$ cat src/rtl/mips_pkg.sv
// Shared definitions for the MIPS pipeline: instruction geometry and the
// instruction-memory loader state encoding.
package mips_pkg;

    localparam int WORD_W         = 32;
    localparam int BYTES_PER_WORD = 4;

    typedef enum logic [1:0] {
        IDLE  = 2'd0,
        RECV  = 2'd1,
        WRITE = 2'd2,
        DONE  = 2'd3
    } loader_state_e;

endpackage

$ cat src/rtl/byte_packer.sv
// Packs a byte stream MSB-first into 32-bit words; word_full pulses
// combinationally on the handshake that completes a word.
module byte_packer
    import mips_pkg::*;
(
    input  logic              clk,
    input  logic              rst,
    input  logic              clr,
    input  logic              byte_en,
    input  logic [7:0]        byte_in,
    output logic [WORD_W-1:0] word,
    output logic              word_full
);

    localparam int CNT_W = $clog2(BYTES_PER_WORD);

    logic [CNT_W-1:0]  cnt_q,   cnt_d;
    logic [WORD_W-1:0] shreg_q, shreg_d;

    always_comb begin
        cnt_d   = cnt_q;
        shreg_d = shreg_q;
        if (clr) begin
            cnt_d   = '0;
            shreg_d = '0;
        end else if (byte_en) begin
            cnt_d   = cnt_q + 1'b1;
            shreg_d = {shreg_q[WORD_W-9:0], byte_in};
        end
    end

    // NOTE: sequential state uses non-blocking assignments so every flop samples pre-edge values.
    always_ff @(posedge clk) begin
        if (rst) begin
            cnt_q   <= '0;
            shreg_q <= '0;
        end else begin
            cnt_q   <= cnt_d;
            shreg_q <= shreg_d;
        end
    end

    assign word      = shreg_q;
    assign word_full = byte_en && !clr && (cnt_q == CNT_W'(BYTES_PER_WORD - 1));

endmodule

$ cat src/rtl/imem_loader.sv
// Instruction-memory loader: receives a byte stream, writes packed words to
// imem and holds the core in reset until the requested word count is written.
module imem_loader
    import mips_pkg::*;
#(
    parameter int ADDR_W = 6
) (
    input  logic              clk,
    input  logic              rst,
    input  logic              load_start,
    input  logic [ADDR_W:0]   load_words,
    input  logic              byte_valid,
    input  logic [7:0]        byte_data,
    output logic              byte_ready,
    output logic              imem_we,
    output logic [ADDR_W-1:0] imem_addr,
    output logic [WORD_W-1:0] imem_wdata,
    output logic              core_rst,
    output logic              done,
    output logic              err,
    output logic [7:0]        checksum
);

    localparam logic [ADDR_W:0] DEPTH = (ADDR_W + 1)'(2 ** ADDR_W);

    loader_state_e     state_q, state_d;
    logic [ADDR_W-1:0] addr_q, addr_d;
    logic [ADDR_W:0]   words_q, words_d;
    logic              err_q, err_d;
    logic [7:0]        checksum_q, checksum_d;

    logic start_accept, oversize, go_recv, last_word, byte_en, word_full;

    assign start_accept = load_start && (state_q == IDLE || state_q == DONE);
    assign oversize     = load_words > DEPTH;
    assign go_recv      = start_accept && !oversize && (load_words != '0);
    assign last_word    = ({1'b0, addr_q} == (words_q - 1'b1));
    assign byte_en      = byte_valid && byte_ready;

    byte_packer u_packer (
        .clk       (clk),
        .rst       (rst),
        .clr       (go_recv),
        .byte_en   (byte_en),
        .byte_in   (byte_data),
        .word      (imem_wdata),
        .word_full (word_full)
    );

    always_ff @(posedge clk) begin
        if (rst) begin
            state_q    <= IDLE;
            addr_q     <= '0;
            words_q    <= '0;
            err_q      <= 1'b0;
            checksum_q <= '0;
        end else begin
            state_q    <= state_d;
            addr_q     <= addr_d;
            words_q    <= words_d;
            err_q      <= err_d;
            checksum_q <= checksum_d;
        end
    end

    always_comb begin
        state_d = state_q;
        unique case (state_q)
            IDLE, DONE: begin
                if (start_accept) begin
                    if (oversize)                state_d = IDLE;
                    else if (load_words == '0)   state_d = DONE;
                    else                         state_d = RECV;
                end
            end
            RECV:    if (word_full) state_d = WRITE;
            WRITE:   state_d = last_word ? DONE : RECV;
            default: state_d = IDLE;
        endcase
    end

    always_comb begin
        byte_ready = (state_q == RECV);
        imem_we    = (state_q == WRITE);
        core_rst   = (state_q != DONE);
        done       = (state_q == DONE);
    end

    // Address wraps after a full-depth load; that final increment is never used.
    always_comb begin
        addr_d     = addr_q;
        words_d    = words_q;
        checksum_d = checksum_q;
        err_d      = err_q | (start_accept && oversize);
        if (go_recv) begin
            addr_d     = '0;
            words_d    = load_words;
            checksum_d = '0;
        end else begin
            if (state_q == WRITE) addr_d = addr_q + 1'b1;
            if (byte_en)          checksum_d = checksum_q + byte_data;
        end
    end

    assign imem_addr = addr_q;
    assign err       = err_q;
    assign checksum  = checksum_q;

endmodule
$ cat config.mk
export PLATFORM = sky130hd
export DESIGN_NAME = imem_loader
export DESIGN_NICKNAME = d
export VERILOG_FILES = /design/src/rtl/mips_pkg.sv /design/src/rtl/byte_packer.sv /design/src/rtl/imem_loader.sv
export SDC_FILE = /design/constraint.sdc
export NUM_CORES = 1
export LEC_CHECK = 0
export ABC_AREA = 1
export ABC_CLOCK_PERIOD_IN_PS = 5600
export CAP_MARGIN = 25
export CORE_ASPECT_RATIO = 0.7
export CORE_MARGIN = 4
export CORE_UTILIZATION = 52
export CTS_CLUSTER_DIAMETER = 50
export DETAILED_ROUTE_END_ITERATION = 16
export GPL_TIMING_DRIVEN = 0
export HOLD_SLACK_MARGIN = 0.03
export PLACE_DENSITY = 0.94
export SLEW_MARGIN = 20
export SYNTH_ARGS = -nofsm -noshare
export SYNTH_HDL_FRONTEND = slang
export SYNTH_SLANG_ARGS = --single-unit
$ cat constraint.sdc
create_clock -name clk -period 5.6 [get_ports clk]
set_input_delay 1.68 -clock clk [delete_from_list [all_inputs] [get_ports clk]]
set_output_delay 1.68 -clock clk [all_outputs]
set_load 0.02 [all_outputs]
==> impl_metrics.json <==
{
  "max_stage_delay_ns": 0.53,
  "num-fill-cells": 343,
  "synth.area.top_cells": "dfxtp_1, nand2_1, a21oi_1, ha_1, inv_1",
  "ctsResizeCount": 0,
  "yosys.area.top_type": "dfxtp_1",
  "maxSlewViolCount": 0,
  "timing.final.crit_share": 0.626,
  "gp_congestion": 0.892,
  "grt_max_degree": 11,
  "cts_setup_buffers": 0,
  "drc_errors": 0,
  "cp_slowest_cell": "clkdlybuf4s50_1",
  "gr-total-overflow": 0,
  "r2r-start": "checksum[0]",
  "first_pass_iters": 6,
  "clk_latency_ns": 0.34,
  "ctsHoldBuffers": 0,
  "hold_viol_final": 0,
  "skew_ns": 0.0115,
  "fmax_mhz": 285,
  "cts-root-buf": "clkbuf_8",
  "critPathLaunch": "byte_data[0]",
  "io_buffer_count": 69,
  "vias_per_cell": 5.36,
  "clkTransAtPathRegs_ns": 0.06,
  "htreeDepth": 3,
  "via_count": 2793,
  "setup_slack_ns": 2.09,
  "power_density_mw_per_mm2": 355,
  "final.min_clock_period_ns": 3.51,
  "row_count": 21,
  "cp_common_cell": "nand2_1",
  "cts_tree": "yes",
  "die_x_um": 94.6,
  "worstPathMaxFanout": 2,
  "startpoint_type": "input pin",
  "area_growth_pct": 35.2,
  "place_ws_ns": 1.80,
  "critPathBufInv": 2,
  "worstSetupEndpointType": "flip-flop",
  "io-pin-count": 70,
  "rsz0062_at_grt": "false",
  "crit_family": "buffers and inverters",
  "numCtsBuffers": 9,
  "antennaDiodeCount": 0,
  "die_h_um": 68.6,
  "drive_above_1_share": 0.0752,
  "worst_slew_pin_slew_ns": 0.536,
  "tns_ns": 0,
  "syn-cell-area_mm2": 0.00273,
  "grt_pass1_vias": 2635,
  "antenna_found_initial": 0,
  "critPathKind": "input pin to flip-flop",
  "nets": 480,
  "wire_per_inst_um": 15.5,
  "arrival_ns": 3.72,
  "status": "finished clean",
  "clk_path_buf_depth": 2,
  "synth_area_per_cell_um2": 7.44,
  "die-area_mm2": 0.00649,
  "hold_class": "flip-flop to flip-flop",
  "cp_cell_sequence": "clkdlybuf4s50_1 -> ha_1 -> inv_1 -> fa_1 -> o21ai_0 -> nand2_1 -> nand2_1 -> nand2_1 -> nand2_1 -> xor2_1 -> a21oi_1",
  "cts.sinks": 58,
  "grt_use_total": 0.263,
  "finalPower_mw": 1.31,
  "ant_nets": 0,
  "synth_nets": 400,
  "grt_pass1_wl_um": 12800,
  "ys_warn_count": 0,
  "seq_area_frac_synth": 0.425,
  "core_mm2": 0.00491,
  "leakagePower_nw": 1.43,
  "routed_wirelength_um": 8060,
  "ir_worst_vdd_uv": 212,
  "relSlewSlack": 0.642,
  "drtIter0Drc": 255,
  "synth_top_area_frac": 0.425,
  "setup_violations": 0,
  "cap_violations": 0,
  "post-dp-hpwl_um": 5740,
  "synth_cells": 367,
  "start_util": 0.556,
  "ys_seq_elements": 58,
  "ys_types": 31,
  "hp-start": "err",
  "crit_required_ns": 5.81
}
[cells by family (layout without fill, tap and decap cells)]
logic type | after synthesis | in the layout | share of synthesized area
AO/OA/AOI/OAI | 71 | 71 | 0.136
XOR/XNOR | 14 | 14 | 0.0449
adder cells (fa/ha/maj) | 14 | 14 | 0.0669
buffers and inverters | 46 | 131 | 0.0715
flip-flops | 58 | 58 | 0.425
multiplexers | 1 | 1 | 0.00367
AND/OR/NAND/NOR | 163 | 163 | 0.252
[power by group]
group	total [mW]	switching, mW	leakage [nW]	internal (mW)
registers	0.485	0.0342	0.470	0.451
logic	0.465	0.287	0.868	0.178
clock network	0.359	0.163	0.0965	0.196
[path summary, 6_finish.rpt]
check / endpoint / slack [ns] / cells past startpoint
max: checksum[6] / 2.09 / 11
max reg2reg: checksum[6] / 3.60 / 10
min: err / 0.47 / 1
min reg2reg: err / 0.47 / 1
[state kept, by name (all words and copies together), names as in the netlist]
name,flops
u_packer.cnt_q,2
imem_addr,6
state_q,2
words_q,7
u_packer.word,32
checksum,8
err,1
[cell usage in the layout, fill, tap and decap left out, types with 3 or more instances in the layout]
master / netlist / routed
a21oi_1: 52 / 52
buf_2: 3 / 3
buf_4: 5 / 5
clkbuf_1: 4 / 6
clkbuf_8: 0 / 12
clkdlybuf4s50_1: 0 / 69
dfxtp_1: 58 / 58
ha_1: 13 / 13
inv_1: 30 / 30
nand2_1: 116 / 116
nand3_1: 12 / 12
nand4_1: 3 / 3
nor2_1: 20 / 20
nor2_2: 3 / 3
o21ai_0: 12 / 12
xnor2_1: 4 / 4
xor2_1: 10 / 10
[metrics by stage]
stage	cells	util	hold slack, ns	area [um2]
finish	521	0.751	0.466	3690
global route	521	0.751	0.480	3690
CTS	521	0.751	0.467	3690
detailed placement	505	0.714	0.456	3510
global placement	505	0.714	0.450	3510
floorplan	367	-	0.444	2730
[area by class of cell]
cell class | instances | area, um2 | share of cell area
multi-input combinational | 263 | 1370 | 0.372
sequential | 58 | 1160 | 0.315
timing repair buffer | 69 | 691 | 0.187
clock buffer | 14 | 173 | 0.0468
inverter | 32 | 120 | 0.0326
tap | 69 | 86.3 | 0.0234
buffer | 14 | 75.1 | 0.0203
clock inverter | 2 | 10.0 | 0.00271
[per-layer routing]
metal | global-route usage | vias up | share of wire
li1 | - | 1334 | -
met1 | 0.333 | 1295 | 0.44
met2 | 0.428 | 136 | 0.45
met3 | 0.0803 | 28 | 0.082
met4 | 0.0989 | 0 | 0.027
met5 | 0 | - | 0
[cell usage after synthesis]
master,instances
o21a_1,1
o21ai_0,12
nand4_1,3
ha_1,13
nand3_1,12
buf_1,2
nand2_2,2
nor3_2,1
buf_4,5
clkinv_1,2
o21ai_1,1
nand3_4,1
o21bai_1,1
xnor2_1,4
inv_1,30
or2_2,2
xor2_1,10
a211oi_1,2
a31oi_1,1
nor3_1,1
nand2_1,116
buf_2,3
dfxtp_1,58
a21oi_1,52
nor2_1,20
a21oi_2,1
fa_1,1
nor2_2,3
nand2_4,2
clkbuf_1,4
mux2i_1,1
No activity file was read; power rests on OpenSTA's default activity.
